<file path="config.mk">
export PLATFORM = sky130hd
export DESIGN_NAME = regfile_wr_arbiter
export DESIGN_NICKNAME = d
export VERILOG_FILES = /design/src/rtl/regfile_wr_arbiter.sv
export SDC_FILE = /design/constraint.sdc
export NUM_CORES = 1
export LEC_CHECK = 0
export CORE_AREA = 2 2 171 173
export CTS_BUF_LIST = sky130_fd_sc_hd__clkbuf_8 sky130_fd_sc_hd__clkbuf_16
export DETAILED_ROUTE_END_ITERATION = 7
export DIE_AREA = 0 0 173 175
export PLACE_DENSITY = 0.8
export SLEW_MARGIN = 20
export SYNTH_ARGS = -nofsm -noshare
export SYNTH_HDL_FRONTEND = slang
export SYNTH_SLANG_ARGS = --single-unit
</file>
<file path="constraint.sdc">
create_clock -name clk -period 11.6 [get_ports clk]
set_clock_uncertainty 0.1 [all_clocks]
set_input_delay 3.48 -clock clk [delete_from_list [all_inputs] [get_ports clk]]
set_output_delay 3.48 -clock clk [all_outputs]
set_load 0.01 [all_outputs]
</file>
<file path="src/rtl/regfile_wr_arbiter.sv">
// regfile_wr_arbiter
// Two writeback sources (A = ALU, B = memory load) share the single register
// file write port. Each source feeds a small FIFO. A round-robin arbiter pops
// at most one head per cycle into a registered write port. A pending-write
// mask covers every queued or in-flight destination so hazard logic can stall.
module regfile_wr_arbiter #(
   parameter int DEPTH    = 2,
   parameter bit DROP_R31 = 1'b1
) (
   input  logic        clk,
   input  logic        rst,
   input  logic        aValid,
   output logic        aReady,
   input  logic [4:0]  aAddr,
   input  logic [63:0] aData,
   input  logic        bValid,
   output logic        bReady,
   input  logic [4:0]  bAddr,
   input  logic [63:0] bData,
   output logic        rfWrite,
   output logic [4:0]  rfWrAddr,
   output logic [63:0] rfWrData,
   output logic [31:0] pending,
   output logic        idle
);

   localparam int PW = $clog2(DEPTH);
   localparam int CW = PW + 1;

   typedef enum logic {SRC_A = 1'b0, SRC_B = 1'b1} src_e;

   // Index 0 is source A, index 1 is source B throughout.
   logic [1:0]    w_in_valid;
   logic [4:0]    w_in_addr [2];
   logic [63:0]   w_in_data [2];
   logic [1:0]    w_full;
   logic [1:0]    w_ready;
   logic [1:0]    w_push;
   logic [1:0]    w_grant;
   logic [4:0]    w_head_addr;
   logic [63:0]   w_head_data;
   logic [31:0]   w_pending;

   logic [4:0]    r_mem_addr [2][DEPTH];
   logic [63:0]   r_mem_data [2][DEPTH];
   logic [PW-1:0] r_wr_ptr [2];
   logic [PW-1:0] r_rd_ptr [2];
   logic [CW-1:0] r_count [2];
   src_e          r_last_grant;
   logic          r_rf_write;
   logic [4:0]    r_rf_addr;
   logic [63:0]   r_rf_data;

   assign w_in_valid   = {bValid, aValid};
   assign w_in_addr[0] = aAddr;
   assign w_in_addr[1] = bAddr;
   assign w_in_data[0] = aData;
   assign w_in_data[1] = bData;

   // Handshake: ready depends only on reset and FIFO occupancy, never on valid.
   always_comb begin
      // NOTE: every output of a combinational block gets a default first so no path leaves it unassigned (no latch).
      w_full  = '0;
      w_ready = '0;
      w_push  = '0;
      for (int s = 0; s < 2; s++) begin
         w_full[s]  = (r_count[s] == CW'(DEPTH));
         w_ready[s] = !rst && !w_full[s];
         // Writes to XZR complete the handshake but are never stored.
         w_push[s]  = w_in_valid[s] && w_ready[s] &&
                      !(DROP_R31 && (w_in_addr[s] == 5'd31));
      end
   end

   assign aReady = w_ready[0];
   assign bReady = w_ready[1];

   // Round-robin grant: a lone non-empty FIFO wins, a tie goes to the source not granted last.
   always_comb begin
      w_grant     = '0;
      w_head_addr = '0;
      w_head_data = '0;
      if (r_count[0] != '0 && (r_count[1] == '0 || r_last_grant == SRC_B)) begin
         w_grant[0] = 1'b1;
      end else if (r_count[1] != '0) begin
         w_grant[1] = 1'b1;
      end
      if (w_grant[0]) begin
         w_head_addr = r_mem_addr[0][r_rd_ptr[0]];
         w_head_data = r_mem_data[0][r_rd_ptr[0]];
      end else if (w_grant[1]) begin
         w_head_addr = r_mem_addr[1][r_rd_ptr[1]];
         w_head_data = r_mem_data[1][r_rd_ptr[1]];
      end
   end

   // FIFO pointers and occupancy; pointers wrap naturally because DEPTH is a power of two.
   always_ff @(posedge clk) begin
      // NOTE: sequential state uses non-blocking assignments so every flop samples pre-edge values.
      if (rst) begin
         for (int s = 0; s < 2; s++) begin
            r_wr_ptr[s] <= '0;
            r_rd_ptr[s] <= '0;
            r_count[s]  <= '0;
         end
      end else begin
         for (int s = 0; s < 2; s++) begin
            if (w_push[s])  r_wr_ptr[s] <= r_wr_ptr[s] + PW'(1);
            if (w_grant[s]) r_rd_ptr[s] <= r_rd_ptr[s] + PW'(1);
            if (w_push[s] && !w_grant[s])      r_count[s] <= r_count[s] + CW'(1);
            else if (!w_push[s] && w_grant[s]) r_count[s] <= r_count[s] - CW'(1);
         end
      end
   end

   // FIFO storage write.
   always_ff @(posedge clk) begin
      // NOTE: storage has no reset; entries are only read when the count marks them valid.
      for (int s = 0; s < 2; s++) begin
         if (w_push[s]) begin
            r_mem_addr[s][r_wr_ptr[s]] <= w_in_addr[s];
            r_mem_data[s][r_wr_ptr[s]] <= w_in_data[s];
         end
      end
   end

   // Registered write port and round-robin history; addr/data hold when idle.
   always_ff @(posedge clk) begin
      if (rst) begin
         r_rf_write   <= 1'b0;
         r_rf_addr    <= '0;
         r_rf_data    <= '0;
         r_last_grant <= SRC_B;
      end else begin
         r_rf_write <= |w_grant;
         if (|w_grant) begin
            r_rf_addr <= w_head_addr;
            r_rf_data <= w_head_data;
         end
         if (w_grant[0])      r_last_grant <= SRC_A;
         else if (w_grant[1]) r_last_grant <= SRC_B;
      end
   end

   // Pending mask: every valid FIFO entry plus the write currently on the port.
   always_comb begin
      logic [PW-1:0] w_off;
      w_off     = '0;
      w_pending = '0;
      for (int s = 0; s < 2; s++) begin
         for (int i = 0; i < DEPTH; i++) begin
            // Distance from the read pointer, modulo DEPTH; valid if below the count.
            w_off = PW'(i) - r_rd_ptr[s];
            if (CW'(w_off) < r_count[s]) w_pending[r_mem_addr[s][i]] = 1'b1;
         end
      end
      if (r_rf_write) w_pending[r_rf_addr] = 1'b1;
   end

   assign rfWrite  = r_rf_write;
   assign rfWrAddr = r_rf_addr;
   assign rfWrData = r_rf_data;
   assign pending  = w_pending;
   assign idle     = (r_count[0] == '0) && (r_count[1] == '0) && !r_rf_write;

endmodule

</file>
=== Word level (Yosys, flattened, before mapping) ===
Memories as Yosys holds them, arrays and structs flattened.
Index checks and enable logic that the tools add are counted.

* Register bits: 71
* Latch bits: 0
* RAM bits: 284
* ROM bits: 0
* Input port bits: 142
* Logic and storage cells: 182
* Memories kept: 5

* $add $sub $neg: 12
* $mul: 0
* Div/mod/pow operators: 0
* Magnitude comparators: 20
* Equality and inequality tests: 4
* Shifts and indexed selects: 0
* Mux-type cells: 84
* Bitwise logic cells: 16
* Reduce and logical (&&, ||, !) cells: 37

{| class="wikitable"
|+ Memory list
! name !! words !! width !! rd ports !! clocked after memory_dff !! write ports !! RTL line !! text
|-
| r_mem_data || 2 || 128 || 2 || 0 || 2 || 45 || <nowiki>logic [63:0] r_mem_data [2][DEPTH];</nowiki>
|-
| r_mem_addr || 2 || 10 || 2 || 0 || 2 || 44 || <nowiki>logic [4:0] r_mem_addr [2][DEPTH];</nowiki>
|-
| r_count || 2 || 2 || 2 || 0 || 2 || 48 || <nowiki>logic [CW-1:0] r_count [2];</nowiki>
|-
| r_rd_ptr || 2 || 1 || 2 || 0 || 2 || 47 || <nowiki>logic [PW-1:0] r_rd_ptr [2];</nowiki>
|-
| r_wr_ptr || 2 || 1 || 2 || 0 || 2 || 46 || <nowiki>logic [PW-1:0] r_wr_ptr [2];</nowiki>
|}

{| class="wikitable"
|+ Operators with widths
! cell !! count
|-
| 64-bit 2-to-1 mux || 10
|-
| 128-bit 2-to-1 mux || 2
|-
| 32-bit 2-to-1 mux || 5
|-
| 64-bit demux with 1-bit select || 2
|-
| 32-bit OR || 4
|-
| 5-bit 2-to-1 mux || 10
|-
| 1-bit 2-to-1 mux || 42
|-
| 5-bit by 6-bit less-than comparator with 1-bit output, second input constant || 5
|-
| 1-bit demux with 5-bit select || 5
|-
| 5-bit by 1-bit >= comparator with 1-bit output, second input constant || 5
|-
| 1-bit logical AND || 20
|-
| 10-bit 2-to-1 mux || 2
|-
| 5-bit demux with 1-bit select || 2
|-
| 5-bit == test, second input constant || 2
|-
| 1-bit logical NOT || 10
|-
| 2-bit >= comparator, second input constant || 4
|-
| 1-bit by 2-bit less-than comparator with 1-bit output || 4
|-
| 2-bit 2-to-1 mux || 4
|-
| 1-bit NOT with 2-bit output || 4
|-
| 1-bit OR || 8
|-
| 2-bit nonzero test || 3
|-
| 1-bit adder, second input constant || 4
|-
| 2-bit by 1-bit adder with 2-bit output, second input constant || 2
|-
| 2-bit == test, second input constant || 2
|-
| 6 further kinds || 12
|}

=== Depth between registers and ports, before layout ===
* Word-level depth: 13
* Depth in mapped cells: 8
* Mapped depth without buffers: 6

=== Worst setup path after synthesis ===
No wires, ideal clock.

* Path kind: input to register
* Start: input port rst
* End: memory r_mem_addr[0][0] in the netlist's numbering, enable pin
* Setup time: 0.595 ns
* Arrival: 8.955 ns
* Setup slack: 1.950 ns
* Stages: 3
* Path buffers: 2
* Cell sequence: clkbuf_1 > clkbuf_1 > nor3b_1

{| class="wikitable"
|+ RTL lines
! what !! RTL line !! text
|-
| start, declared || 11 || <nowiki>input logic rst,</nowiki>
|-
| end, declared || 44 ||
|}

=== Worst setup path in the final report ===
* Start: input port rst
* End: output port aReady

* Cells in the longest elaborated chain, start to end: 2

{| class="wikitable"
|+ Ends and longest elaborated chain
! what !! RTL line !! text
|-
| 1-bit logical NOT || 68 || <nowiki>w_ready[s] = !rst && !w_full[s];</nowiki>
|-
| 1-bit logical AND || 68 ||
|-
| end, declared || 13 || <nowiki>output logic aReady,</nowiki>
|}

No other way between the ends.

==> reports/metrics.cfg <==
[timing]
period_needed_ps = 7980
finalSetupViolations = 0
rsz0062_at_grt = false
finalMaxSlewViolations = 0
setup_tns_ps = 0
period_share = 0.688
fmax_mhz = 125
final-hold-violation-count = 0
hold_slack_ps = 456
relSlewSlack = 0.201
worstMarginPinSlew_ps = 1190

[clock_network]
cts_tree = built
cts_resized = 0
cts_sinks = 355
clk_latency_ps = 500
h-tree-depth = 2
hold_buffers = 0
clock-root-buffer = clkbuf_16
path_clk_slew_ps = 60
cts_buffers = 36
cts_setup_buffers = 0
clockBufferDepth = 3

[yosys]
synthMuxAreaShare = 0.0947
synth_top_family_by_area = compound AO/OA/AOI/OAI gates
synth-edff-count = 284
synth_fp_nets = 1203
synth_xor_area_frac = 0.00177
synthAdderAreaFrac = 0.00169
synth.cell_area_sq_um = 14800
syn_area_per_cell_sq_um = 14.0
synth_top_cell_area_share = 0.575
yosysTopAreaCell = edfxtp_1
synthDistinctLibCells = 58
ys_ff_latch = 355
synth-compound-area-share = 0.115
synthArstFlopShare = 0
ys.flop_type = edfxtp_1
synth_area_leaders = edfxtp_1, dfxtp_1, mux2i_1
synth_warnings = 0
ys_seq_area_frac = 0.671
yosys.area_share.simple = 0.0902
syn_inst = 1059

[global_route]
grt_max_degree = 89
first_global_vias = 10200
grt_overflow = 0
grt_pass1_wl_microns = 58300
track_usage = 0.249
antenna_found_initial = 7

[drt]
drt_iter0_markers = 727
viasPerCell = 5.93
drt-pass1-iter-count = 8
antenna_left = 0
drt_wl_total_microns = 38300
routedWlPerCell_microns = 22.6
drc_errors = 0
vias = 10000

[placed_design]
dp_hpwl_microns = 24700
portBuffers = 246
gp_congestion = 0.954

[cells_and_area]
fill_cells = 2082
fin_nets = 1420
layout-drive-gt1-share = 0.0684
area_delta_synth_final_pct = 25.7
layout.cells.most_common_list = edfxtp_1, clkdlybuf4s50_1, a211oi_1
layout_commonest_cell = edfxtp_1

[setup_path]
cp_cell_sequence = buf_4, nor2b_1, clkdlybuf4s50_1
worst_ep_arrival_time_ps = 4400
crit_path_max_incr_delay_ps = 550
required_ps = 8020
path_class = input pin to output port
crit_path_start_kind = input pin
cp_max_fo = 21
critPathSlowestCell = clkdlybuf4s50_1
crit_path_end_kind = output port

[floorplanning]
core_sq_um = 28400
die_y_microns = 175
dieWidth_microns = 173
rows = 62
dieArea_sq_um = 30300
floorplan.initialDensity = 0.522
ios = 247

[pwr]
leakagePower_nw = 6.41
p_int_mw = 2.90
peakVddDrop_mv = 0.148
pwr-share-clk = 0.241
p_per_area_nw_per_um2 = 235
p_seq_frac = 0.412
p_switching_mw = 1.49
switching_share = 0.339
p_comb_frac = 0.347

[status]
outcome = complete, no violations

[min_path]
holdCritPathClass = register to register

[flow_run]
maxCapViolCount = 0

## Yosys cell counts (15+ instances only)
| master | count |
|---|---|
| nand2_1 | 26 |
| nand3_1 | 18 |
| buf_2 | 22 |
| a22oi_1 | 18 |
| clkbuf_1 | 45 |
| a211oi_1 | 138 |
| mux2i_1 | 137 |
| edfxtp_1 | 284 |
| dfxtp_1 | 71 |
| nor3b_1 | 15 |
| o22ai_1 | 18 |
| nor2_1 | 90 |
## sequential cells by signal, summed over array words and instances (netlist names)
register and cells:
rfWrData 64, r_rd_ptr 2, r_mem_data 256, rfWrAddr 5
r_last_grant 1, rfWrite 1, r_mem_addr 20, r_count 4
r_wr_ptr 2
## cell type report
| type | instances | area [sq um] | share of cell area |
|---|---|---|---|
| diodes | 6 | 15.0 | 0.000805 |
| inverters | 13 | 48.8 | 0.00262 |
| clock inverters | 25 | 148 | 0.00792 |
| well taps | 384 | 480 | 0.0258 |
| clock buffers | 38 | 940 | 0.0504 |
| flip-flops and latches | 355 | 9950 | 0.533 |
| repair buffers | 254 | 2520 | 0.135 |
| multi-input cells | 616 | 4550 | 0.244 |
## stage by stage
step / cell area [sq um] / setup WS [ps] / power, mW / utilization / std cells
after floorplan: 14800 / 1950 / 2.71 / - / 1059
after global placement: 17600 / 3630 / 3.32 / 0.618 / 1622
after detailed placement: 17600 / 3650 / 3.34 / 0.618 / 1622
after CTS: 18600 / 3630 / 4.41 / 0.656 / 1685
after global routing: 18600 / 3620 / 4.60 / 0.657 / 1687
final: 18700 / 3620 / 4.39 / 0.657 / 1691
## cells by family after synthesis
kind of cell / Yosys count
AO/OA/AOI/OAI: 224
XOR/XNOR: 3
buffers and inverters: 88
adder cells (fa/ha/maj): 2
AND/OR/NAND/NOR: 247
multiplexers: 140
flip-flops: 355
## routing by layer
metal  up-vias  share of wire  track usage
li1       4613              -            -
met1      4920           0.41        0.322
met2       417           0.49        0.411
met3        72          0.074       0.0596
met4         2          0.029       0.0893
met5         -        0.00034            0
## worst max-delay path: cells and delay by family
family	cells	cell delay (ps)
buffers and inverters	2	750
AND/OR/NAND/NOR	1	150
## worst paths after layout
path	from	end	slack, ps	cells past startpoint
worst max-delay path	rst	aReady	3620	3
worst min-delay path	r_last_grant$_SDFFE_PP1P_	r_last_grant$_SDFFE_PP1P_	460	1
worst max register to register	r_count[1][1]$_DFFE_PP_	r_count[1][0]$_DFFE_PP_	7690	6
worst min register to register	r_last_grant$_SDFFE_PP1P_	r_last_grant$_SDFFE_PP1P_	460	1
## power by group through the flow
stage | sequential, mW | clock (mW) | combinational, mW
final | 1.81 | 1.06 | 1.52
after global routing | 1.83 | 1.13 | 1.64
after CTS | 1.80 | 1.08 | 1.53
after detailed placement | 1.82 | 0 | 1.52
after global placement | 1.82 | 0 | 1.50
after floorplan | 1.80 | 0 | 0.905
Note: power is estimated with default switching activity, not from simulation.
